## src/rtl/idct_out_buffer.sv

```systemverilog
// idct_out_buffer: rounds/saturates IDCT rows into a ping-pong 4x4 buffer
// and drains each block column by column (transposed).
module idct_out_buffer #(
  parameter int IN_W  = 24,
  parameter int OUT_W = 9,
  parameter int SHIFT = 6
) (
  input  logic             clk,
  input  logic             reset,
  input  logic             in_valid,
  output logic             in_ready,
  input  logic [IN_W-1:0]  d_in_1,
  input  logic [IN_W-1:0]  d_in_2,
  input  logic [IN_W-1:0]  d_in_3,
  input  logic [IN_W-1:0]  d_in_4,
  output logic             out_valid,
  input  logic             out_ready,
  output logic [OUT_W-1:0] d_out_1,
  output logic [OUT_W-1:0] d_out_2,
  output logic [OUT_W-1:0] d_out_3,
  output logic [OUT_W-1:0] d_out_4,
  output logic             out_last
);
  logic [OUT_W-1:0] mem_q [2][4][4];
  logic [1:0]       full_q, full_d;
  logic             wbank_q, rbank_q;
  logic [1:0]       wrow_q, rcol_q;
  logic             wr, rd;
  logic [IN_W-1:0]  din [4];
  logic [OUT_W-1:0] rnd [4];

  // Rounding add is done one bit wider so the largest positive input cannot wrap.
  function automatic logic [OUT_W-1:0] round_sat(input logic [IN_W-1:0] x);
    logic signed [IN_W:0] s, hi, lo;
    hi = (IN_W+1)'((1 << (OUT_W-1)) - 1);
    lo = ~hi;
    s = (signed'({x[IN_W-1], x}) + signed'((IN_W+1)'(1) << (SHIFT-1))) >>> SHIFT;
    return s > hi ? hi[OUT_W-1:0] : s < lo ? lo[OUT_W-1:0] : s[OUT_W-1:0];
  endfunction

  assign din = '{d_in_1, d_in_2, d_in_3, d_in_4};

  always_comb
    for (int c = 0; c < 4; c++) rnd[c] = round_sat(din[c]);

  assign in_ready  = ~full_q[wbank_q];
  assign out_valid = full_q[rbank_q];
  assign out_last  = out_valid & (&rcol_q);
  assign wr        = in_valid & in_ready;
  assign rd        = out_valid & out_ready;
  assign d_out_1   = mem_q[rbank_q][0][rcol_q];
  assign d_out_2   = mem_q[rbank_q][1][rcol_q];
  assign d_out_3   = mem_q[rbank_q][2][rcol_q];
  assign d_out_4   = mem_q[rbank_q][3][rcol_q];

  // Fill and drain always target different banks, so set and clear never collide.
  always_comb begin
    full_d = full_q;
    if (wr && &wrow_q) full_d[wbank_q] = 1'b1;
    if (rd && &rcol_q) full_d[rbank_q] = 1'b0;
  end

  always_ff @(posedge clk or negedge reset)
    if (!reset) begin
      mem_q   <= '{default: '0};
      full_q  <= '0;
      wbank_q <= 1'b0;
      rbank_q <= 1'b0;
      wrow_q  <= '0;
      rcol_q  <= '0;
    end else begin
      full_q <= full_d;
      if (wr) begin
        for (int c = 0; c < 4; c++) mem_q[wbank_q][wrow_q][c] <= rnd[c];
        wrow_q <= wrow_q + 2'd1;
        if (&wrow_q) wbank_q <= ~wbank_q;
      end
      if (rd) begin
        rcol_q <= rcol_q + 2'd1;
        if (&rcol_q) rbank_q <= ~rbank_q;
      end
    end
endmodule
```

## config.mk

```make
export PLATFORM = sky130hd
export DESIGN_NAME = idct_out_buffer
export DESIGN_NICKNAME = d
export VERILOG_FILES = /design/src/rtl/idct_out_buffer.sv
export SDC_FILE = /design/constraint.sdc
export NUM_CORES = 1
export LEC_CHECK = 0
export ABC_CLOCK_PERIOD_IN_PS = 8300
export BUFFER_PORTS_ARGS = -buffer_cell sky130_fd_sc_hd__buf_2
export CAP_MARGIN = 20
export CORE_UTILIZATION = 45
export CTS_CLUSTER_SIZE = 12
export DETAILED_ROUTE_END_ITERATION = 16
export MAX_ROUTING_LAYER = met4
export SYNTH_ARGS = -nofsm -noshare
export SYNTH_HDL_FRONTEND = slang
export SYNTH_SLANG_ARGS = --single-unit
```

## constraint.sdc

```tcl
create_clock -name clk -period 8.3 [get_ports clk]
set_input_delay 1.66 -clock clk [delete_from_list [all_inputs] [get_ports clk]]
set_output_delay 1.66 -clock clk [all_outputs]
set_load 0.005 [all_outputs]
```

==> reports/metrics.csv, run 1 <==
stage;metric;value;unit
global_routing;All-Layer GR Usage;25.0;%
global_routing;grt total ovfl;0;
yosys;EDFF count, synth;0;
clocking;# hold bufs at CTS;0;
die;row count;67;
setup_path;Setup crit start kind;flop;
sta;final setup violating endpoints;0;
setup_path;WP depth;4;
detailed_routing;DR DRC count;0;
setup_path;r2r worst-path depth;4;
global_routing;first-pass GRT wire length;67000;µm
global_routing;vias in the first global route;11600;
sta;worst relative slew slack;22.4;%
placement;Post-DP Area;0.0164;mm²
sta;setup TNS;0;ns
final_layout;FF+latch area;0.00742;mm²
yosys;sequential area share after synthesis;47.5;%
power;Clock Power Share;20.1;%
clocking;Worst-Skew Late Latency;0.57;ns
power;Net Sw Frac;35.0;%
clocking;CTS resizes;0;
yosys;Async SR Flop Fraction;100;%
setup_path;crit-path max cell delay;0.96;ns
worst_hold_path;Hold Crit Class;flop to flop;
detailed_routing;initial detailed-routing violation count;799;
die;Ports;139;
placement;routability cong.;0.844;
sta;Hold Slack;0.469;ns
clocking;clock-pin slew on the worst setup and hold paths;0.06;ns
detailed_routing;Routed Antenna Nets;0;
power;maximum vdd drop;0.338;mV
power;Seq pwr share;41.2;%
clocking;Inserted Clock Buffers;31;
clocking;TritonCTS clock tree;done;
sta;final worst path period share;61.6;%
die;DIE HEIGHT;188;µm
clocking;setup repair bufs after CTS;0;
final_layout;Antenna diodes;0;
sta;worst setup margin;3.19;ns
die;Initial Util;46.1;%
clocking;# clock sinks;296;
power;P_leak;7.25;nW
die;core region area;0.0338;mm²
clocking;Root Buffer;clkbuf_16;
clocking;Max H-tree Level;1;
detailed_routing;wire length per cell;20.9;µm
die;Die ar.;0.0354;mm²
power;switching pwr;2.21;mW
setup_path;slowest CP cell;dfrtp_4;
global_routing;initial antenna violation count;2;
detailed_routing;routed wire length;42000;µm
setup_path;reg2reg setup slack;5.40;ns
yosys;Syn. warnings;0;
yosys;Synth Cell Area;0.0156;mm²
setup_path;CP max FO;40;
placement;post-DP HPWL;28300;µm
die;Die W;188;µm
yosys;most common flop cell mapped by yosys;dfrtp_1;
power;logic gate share of total power;38.7;%
sta;Tmin final;5.11;ns
outcome;run status;complete, no violations;
setup_path;Crit. End Element;output port;
final_layout;design area;0.0173;mm²
setup_path;CP Data Arrival Time;3.45;ns
placement;Placement Setup Slack;3.52;ns
sta;Final Hold Vio Count;0;
yosys;post-synthesis cell type count;82;
setup_path;number of buffers and inverters on the critical path;2;
final_layout;layout cells sized above 1;22.9;%
final_layout;Area Overhead vs Synth;11.3;%
final_layout;multi-input logic area;0.00764;mm²
clocking;CTS Buffer Depth;3;
yosys;Post-Synthesis Cells;1462;
setup_path;critical-path cell list;buf_4, mux4_2, mux2_2, buf_2;
power;P_int;4.11;mW
setup_path;Crit path max-delay family;multiplexers;
setup_path;Required @ worst endpoint;6.64;ns
sta;Worst Tran Pin Value;1.16;ns
yosys;synthesized area per cell;10.7;µm²
flow_run;number of max-cap violations;0;
global_routing;largest net degree at the start of global routing;103;
detailed_routing;via count;11800;
detailed_routing;DRT Pass-1 Iters;6;
sta;FMAX;0.196;GHz
sta;max-slew violations;0;
power;Pwr per Cell Area;365;mW/mm²
worst_hold_path;hold path depth;2;
sta;RSZ-0062 raised after global routing;no;
final_layout;# nets final;1659;
placement;IO buf count;118;
detailed_routing;DR vias/cell;5.86;
yosys;Synthesized Nets;1571;
final_layout;layout filler cell count;3034;
yosys;flop and latch count out of synthesis;296;
sta;Clock Skews;0.0101;ns
power;overall power;6.33;mW
setup_path;Setup CP Type;flop to output port;
==> worst register-to-register path: stages (launching register included) <==
cell and delay, ns:
dfrtp_1 0.57, nor2b_1 0.42, nand3_2 0.68, nor3_1 0.97, a311oi_1 0.10
==> area by class of cell <==
| class | instances | area share, % |
|---|---|---|
| Inverter | 9 | 0.195 |
| Timing Repair Buffer | 144 | 4.57 |
| Clock inverter | 3 | 0.108 |
| Sequential cell | 296 | 42.8 |
| Clock buffer | 47 | 5.05 |
| Multi-Input combinational cell | 1068 | 44.1 |
| Tap cell | 448 | 3.23 |
==> sequential cells by signal, summed over array words and instances, names as in the netlist <==
register and cells:
mem_q 288, full_q 2, rcol_q 2, wrow_q 2, rbank_q 1, wbank_q 1
==> stage by stage <==
stage	util [%]	cells
global route	51.3	2015
global placement	48.6	1963
finish	51.3	2015
floorplan	-	1462
detailed placement	48.6	1963
CTS	51.3	2013
==> path summary, 6_finish.rpt <==
kind	to	start
min in group asynchronous	mem_q[2]	reset
worst max-delay path	d_out_2[2]	rbank_q
worst max register to register	mem_q[28]	wbank_q
worst min-delay path	mem_q[278]	mem_q[278]
max in group asynchronous	mem_q[269]	reset
worst min register to register	mem_q[278]	mem_q[278]
==> logic make-up after synthesis <==
logic type,count (synthesis),share of synthesized area [%]
XOR/XNOR,39,2.19
AO/OA/AOI/OAI,359,15.7
flip-flops,296,47.5
adder cells (fa/ha/maj),9,0.723
multiplexers,119,13.8
buffers and inverters,98,3.62
AND/OR/NAND/NOR,542,16.4
==> per-layer routing <==
metal	routed length (µm)	track usage (%)
met5	0	-
met1	19200	35.2
met4	925	6.00
met3	2380	3.44
met2	19500	38.4
==> cell usage after synthesis, drive strengths merged, types with 4 or more instances <==
library cell  count  area share (%)
dfrtp           296              48
nand2           232             5.6
o21ai           177             5.7
nor2            166             4.0
a211oi           72             3.5
mux4             72              10
clkbuf           66             2.7
mux2             43             3.1
a311oi           41             2.4
nand3            39             1.5
nor3             35             1.7
buf              23            0.72
xnor2            20             1.1
a31oi            19             1.1
xor2             19             1.1
nand4            17            0.88
a21oi            13            0.42
and3             10            0.41
ha                9            0.72
inv               9            0.22
nor4              7            0.51
and4              5            0.28
nand2b            5            0.20
a31o              4            0.22
mux2i             4            0.26
nand3b            4            0.19
o32ai             4            0.44
==> placed cells by master, fill, tap and decap left out, types with 5 or more instances in the layout <==
cell type and n:
a31oi_2 6, nand3_2 6, and4_1 5, mux4_2 72, nor3_1 22, buf_4 25, mux2_2 43, a31oi_1 12
nand4_1 15, buf_2 118, a311oi_1 40, and3_1 9, dfrtp_1 293, nor3_4 8, nor2_1 161, clkbuf_1 12
o21ai_1 9, inv_1 9, xor2_1 19, nand2_1 232, nand3_1 32, nor3_2 5, ha_1 9, nor2_2 5
clkbuf_16 31, a211oi_1 71, a21oi_1 13, nand2b_1 5, o21ai_0 166, xnor2_1 20
==> power by group through the flow <==
stage / Combinational, mW / Sequential, mW / Clock, mW
4_1_cts: 2.48 / 2.61 / 1.30
3_5_place_dp: 2.47 / 2.63 / 0
3_3_place_gp: 2.42 / 2.59 / 0
6_report: 2.45 / 2.60 / 1.27
5_1_grt: 2.70 / 2.70 / 1.35
2_1_floorplan: 1.83 / 2.39 / 0
No activity file was read; power rests on OpenSTA's default activity.
==> run 2, diff against run 1 <==
ABC_AREA = 1   (was not set)
ABC_CLOCK_PERIOD_IN_PS = 4280   (was 8300)
PLACE_DENSITY = 0.65   (was not set)
clock period = 4.28 ns   (was 8.3 ns; I/O delays follow)
==> run 2 against run 1 <==
Net effect: synthesized cell count up 61%; setup slack worse by 2.8 ns; clock-buffer cell count is the same; critical endpoint is now d_out_3[0].
==> reports/metrics.csv, run 2 <==
stage;metric;value;unit
outcome;run status;complete, no violations;
setup_path;Setup CP Type;flop to output port;
power;Clock Power Share;21.5;%
die;row count;70;
flow_run;number of max-cap violations;0;
sta;final worst path period share;91.8;%
sta;setup TNS;0;ns
yosys;flop and latch count out of synthesis;296;
detailed_routing;DR DRC count;0;
die;Die W;194;µm
final_layout;most common cell after layout, fill and taps aside;nand2_1;
setup_path;reg2reg setup slack;1.63;ns
detailed_routing;initial detailed-routing violation count;1264;
clocking;setup repair bufs after CTS;0;
placement;IO buf count;118;
yosys;EDFF count, synth;0;
yosys;sequential area share after synthesis;44.5;%
yosys;Synth area leader;dfrtp_1;
yosys;main area contributors after synthesis;dfrtp_1 45%, nand2_1 20%, nor2_1 6.1%;
power;switching pwr;5.48;mW
global_routing;All-Layer GR Usage;27.5;%
final_layout;Largest Register;mem_q;
sta;FMAX;0.254;GHz
power;Seq pwr share;35.8;%
sta;Hold Slack;0.368;ns
sta;worst relative slew slack;41.5;%
placement;dpl cells;2858;
placement;post-DP HPWL;31800;µm
final_layout;FF+latch area;0.00741;mm²
placement;routability cong.;0.873;
die;core region area;0.0365;mm²
yosys;post-synth top area share;44.5;%
sta;RSZ-0062 raised after global routing;no;
sta;final setup violating endpoints;0;
yosys;commonest cells in the netlist;872 x nand2_1, 296 x dfrtp_1, 269 x nor2_1, 194 x inv_1, 176 x o21ai_0;
yosys;most common flop cell mapped by yosys;dfrtp_1;
setup_path;critical-path cell list;clkinv_2, buf_4, a21oi_1, o21ai_0, a31oi_1, buf_2;
clocking;Root Buffer;clkbuf_16;
final_layout;Antenna diodes;0;
detailed_routing;DR vias/cell;5.33;
clocking;Inserted Clock Buffers;34;
setup_path;Required @ worst endpoint;3.42;ns
setup_path;CP max FO;31;
global_routing;grt total ovfl;0;
sta;Worst Tran Pin Value;0.877;ns
clocking;# clock sinks;296;
clocking;Max H-tree Level;2;
power;overall power;13.3;mW
sta;Tmin final;3.93;ns
clocking;clock-pin slew on the worst setup and hold paths;0.06;ns
sta;max-slew violations;0;
yosys;post-synthesis cell type count;39;
yosys;Synth Cell Area;0.0166;mm²
yosys;top-count cell post-synth;nand2_1;
yosys;synthesized area per cell;7.05;µm²
setup_path;crit-path max cell delay;0.60;ns
setup_path;CP Data Arrival Time;3.07;ns
clocking;CTS Buffer Depth;3;
global_routing;initial antenna violation count;0;
clocking;Worst-Skew Late Latency;0.51;ns
final_layout;multi-input logic area;0.00797;mm²
setup_path;Setup crit start kind;flop;
final_layout;Finished Layout Cells;2917;
final_layout;most frequent cells in the layout;872 x nand2_1, 293 x dfrtp_1, 269 x nor2_1, 193 x inv_1, 176 x o21ai_0;
detailed_routing;Routed Antenna Nets;0;
clocking;CTS resizes;0;
clocking;# hold bufs at CTS;0;
power;P_int;7.83;mW
power;maximum vdd drop;0.504;mV
yosys;Syn. warnings;0;
power;Net Sw Frac;41.2;%
yosys;Async SR Flop Fraction;100;%
die;Die ar.;0.0378;mm²
die;DIE HEIGHT;194;µm
worst_hold_path;Hold Crit Class;primary input to asynchronous set/reset pin;
die;Ports;139;
final_layout;layout cells sized above 1;12.8;%
power;P_leak;9.79;nW
sta;Final Hold Vio Count;0;
global_routing;first-pass GRT wire length;80000;µm
die;Initial Util;45.6;%
detailed_routing;wire length per cell;17.1;µm
final_layout;layout filler cell count;3626;
yosys;Synthesized Nets;2470;
detailed_routing;routed wire length;50000;µm
detailed_routing;via count;15500;
final_layout;# nets final;2535;
detailed_routing;DRT Pass-1 Iters;5;
clocking;TritonCTS clock tree;done;
yosys;Post-Synthesis Cells;2361;
power;logic gate share of total power;42.7;%
setup_path;Crit. End Element;output port;
global_routing;largest net degree at the start of global routing;116;
final_layout;Largest register FFs;288;
final_layout;Area Overhead vs Synth;12.5;%
setup_path;slowest CP cell;dfrtp_2;
power;Pwr per Cell Area;711;mW/mm²
sta;Clock Skews;0.00944;ns
final_layout;Post-Route Utilization;51.3;%
global_routing;vias in the first global route;14500;
## run 2: final cells by class
| cell class | count | area share [%] |
|---|---|---|
| clock buffers | 47 | 5.18 |
| clock inverters | 12 | 0.708 |
| inverters | 203 | 4.09 |
| multi-input cells | 1747 | 42.6 |
| flip-flops and latches | 296 | 39.6 |
| well taps | 468 | 3.13 |
| repair buffers | 144 | 4.72 |
## run 2: power by group through the flow
| stage | logic [mW] | clock network [mW] | registers [mW] |
|---|---|---|---|
| after CTS | 5.67 | 2.91 | 4.76 |
| after floorplan | 3.81 | 0 | 4.55 |
| after global placement | 5.53 | 0 | 4.74 |
| final | 5.68 | 2.87 | 4.77 |
| after detailed placement | 5.63 | 0 | 4.79 |
| after global routing | 6.32 | 3.03 | 4.92 |
## run 2: critical path: cells and delay by family (launching register included)
| kind | cells | cell delay [ns] |
|---|---|---|
| AO/OA/AOI/OAI | 3 | 0.69 |
| buffers and inverters | 3 | 1.22 |
| flip-flops | 1 | 0.60 |
## run 2: worst paths after layout
path,start,end,depth (start not counted)
setup / recovery,rcol_q[0],d_out_3[0],6
hold / removal,reset,mem_q[58],1
setup reg to reg,wbank_q,mem_q[144],12
hold reg to reg,mem_q[52],mem_q[52],2
max in group asynchronous,reset,mem_q[177],2
min in group clk,mem_q[52],mem_q[52],2
## run 2: logic make-up after synthesis
| logic type | Yosys count | synth area share [%] |
|---|---|---|
| flip-flops | 296 | 44.5 |
| XOR/XNOR | 35 | 1.84 |
| adder cells (fa/ha/maj) | 9 | 0.677 |
| AND/OR/NAND/NOR | 1392 | 35.3 |
| multiplexers | 1 | 0.0677 |
| buffers and inverters | 318 | 7.62 |
| AO/OA/AOI/OAI | 310 | 9.97 |
## run 2: per-layer routing
layer,up-vias,track usage (%),wire length [µm]
met1,7375,37.7,22400
li1,7516,-,-
met2,585,43.5,23000
met4,0,6.79,1020
met3,66,2.97,3550
met5,-,-,0
## run 2: stage by stage
step / cell area, µm² / setup WS (ns)
after floorplan: 16600 / 1.76
after global placement: 17600 / 1.01
after detailed placement: 17600 / 0.989
after CTS: 18700 / 0.418
after global routing: 18700 / 0.312
final: 18700 / 0.350
==> run 3, diff against run 2 <==
ABC_CLOCK_PERIOD_IN_PS = 5000   (was 4280)
PLACE_DENSITY = not set   (was 0.65)
clock period = 5 ns   (was 4.28 ns; I/O delays follow)
==> run 3 against run 2 <==
Net effect: combinational power fell by 15%; clock-buffer cell count grew 3; first-iteration DRC count shrank 3.9%; final area down 0.48%; largest cell class unchanged; highest routed layer unchanged.
==> reports/metrics.csv, run 3 (synthesis results as in run 2) <==
stage;metric;value;unit
outcome;run status;complete, no violations;
global_routing;initial antenna violation count;0;
detailed_routing;Routed Antenna Nets;0;
clocking;# hold bufs at CTS;0;
final_layout;# nets final;2533;
sta;Final Hold Vio Count;0;
power;maximum vdd drop;0.298;mV
detailed_routing;via count;15300;
placement;post-DP HPWL;31800;µm
setup_path;CP Data Arrival Time;2.89;ns
setup_path;Setup CP Type;flop to output port;
global_routing;GR Layer Usage met3;4.06;%
setup_path;Required @ worst endpoint;4.00;ns
clocking;clock-pin slew on the worst setup and hold paths;0.06;ns
global_routing;GR peak layer;met2;
sta;final setup violating endpoints;0;
power;Pwr per Cell Area;605;mW/mm²
die;Initial Util;45.6;%
clocking;Worst-Skew Late Latency;0.53;ns
worst_hold_path;hold path depth;2;
sta;Worst Tran Pin Value;1.03;ns
detailed_routing;wire length per cell;17.2;µm
die;row count;70;
die;DIE HEIGHT;194;µm
clocking;Inserted Clock Buffers;34;
sta;Clock Skews;0.0170;ns
sta;Tmin final;3.89;ns
global_routing;grt total ovfl;0;
sta;FMAX;0.257;GHz
detailed_routing;DRT Pass-1 Iters;5;
sta;final worst path period share;77.8;%
detailed_routing;DR vias/cell;5.25;
clocking;Max H-tree Level;2;
clocking;Root Buffer;clkbuf_16;
final_layout;most common cell after layout, fill and taps aside;nand2_1;
final_layout;Largest Register;mem_q;
flow_run;number of max-cap violations;0;
global_routing;first-pass GRT wire length;80300;µm
detailed_routing;initial detailed-routing violation count;1215;
final_layout;most frequent cells in the layout;872 x nand2_1, 293 x dfrtp_1, 269 x nor2_1, 193 x inv_1, 176 x o21ai_0;
setup_path;Crit. End Element;output port;
sta;Hold Slack;0.473;ns
global_routing;vias in the first global route;14500;
sta;RSZ-0062 raised after global routing;no;
die;Die W;194;µm
final_layout;Post-Route Utilization;51.0;%
clocking;CTS resizes;0;
sta;setup TNS;0;ns
worst_hold_path;Hold Crit Class;flop to flop;
global_routing;grt met1 use;36.6;%
clocking;# clock sinks;296;
final_layout;layout filler cell count;3640;
die;core region area;0.0365;mm²
global_routing;All-Layer GR Usage;27.7;%
detailed_routing;DR DRC count;0;
sta;max-slew violations;0;
die;Ports;139;
final_layout;Largest register FFs;288;
placement;routability cong.;0.885;
clocking;TritonCTS clock tree;done;
final_layout;Area Overhead vs Synth;12.0;%
placement;IO buf count;118;
final_layout;Antenna diodes;0;
clocking;setup repair bufs after CTS;0;
setup_path;r2r worst-path depth;12;
final_layout;layout cells sized above 1;12.4;%
setup_path;CP max FO;37;
setup_path;Setup crit start kind;flop;
sta;worst relative slew slack;31.5;%
detailed_routing;routed wire length;50200;µm
die;Die ar.;0.0378;mm²
global_routing;GR Util met2;44.8;%
global_routing;largest net degree at the start of global routing;125;
power;P_leak;9.73;nW
clocking;CTS Buffer Depth;3;
-- run 3: changes by cell type in the layout (fill, tap and decap cells not counted), sizes merged --
cell	previous run	this run
clkinvlp	0	1
buf	144	142
bufinv	2	1
clkbuf	47	50
clkinv	10	5
-- run 3: final timing paths --
kind / start / to / slack [ns]
setup / recovery: rcol_q[0] / d_out_1[5] / 1.11
min in group asynchronous: reset / mem_q[238] / 0.60
setup reg to reg: wbank_q / mem_q[185] / 2.45
hold reg to reg: mem_q[68] / mem_q[68] / 0.47
max in group asynchronous: reset / mem_q[115] / 3.20
hold / removal: mem_q[68] / mem_q[68] / 0.47
-- run 3: area by class of cell --
class	count	area (µm²)	share of cell area, %
Sequential cell	296	7410	39.8
Tap cell	468	586	3.14
Multi-Input combinational cell	1747	7970	42.8
Clock buffer	50	961	5.16
Timing Repair Buffer	142	856	4.59
Clock inverter	7	81.3	0.436
Inverter	203	768	4.12
-- run 3: power breakdown --
group / leakage (nW) / switching [mW] / internal [mW]
Clock: 0.506 / 1.00 / 1.39
Sequential: 3.58 / 0.575 / 3.50
Combinational: 5.64 / 3.08 / 1.73
Total: 9.73 / 4.66 / 6.62
-- run 3: per-stage QoR --
| step | worst slack [ns] | power (mW) | std cells | area (µm²) |
|---|---|---|---|---|
| 6_report | 1.11 | 11.3 | 2913 | 18600 |
| 2_1_floorplan | 2.33 | 7.16 | 2361 | 16600 |
| 4_1_cts | 1.13 | 11.3 | 2913 | 18600 |
| 3_3_place_gp | 1.60 | 8.77 | 2855 | 17600 |
| 5_1_grt | 0.985 | 12.2 | 2913 | 18600 |
| 3_5_place_dp | 1.56 | 8.90 | 2856 | 17600 |
-- run 3: worst max-delay path, cell delays in order, from the launching register on --
cell      delay [ns]
dfrtp_2         0.44
clkinv_2        0.51
buf_12          0.31
o21ai_0         0.12
o22ai_1         0.27
nor2_1          0.07
a31oi_1         0.41
buf_2           0.21
-- run 3: routing by layer --
metal	up-vias	part of all wire (%)
met5	-	0
met4	0	2.1
met3	75	6.3
met2	426	46
met1	7259	45
li1	7519	-
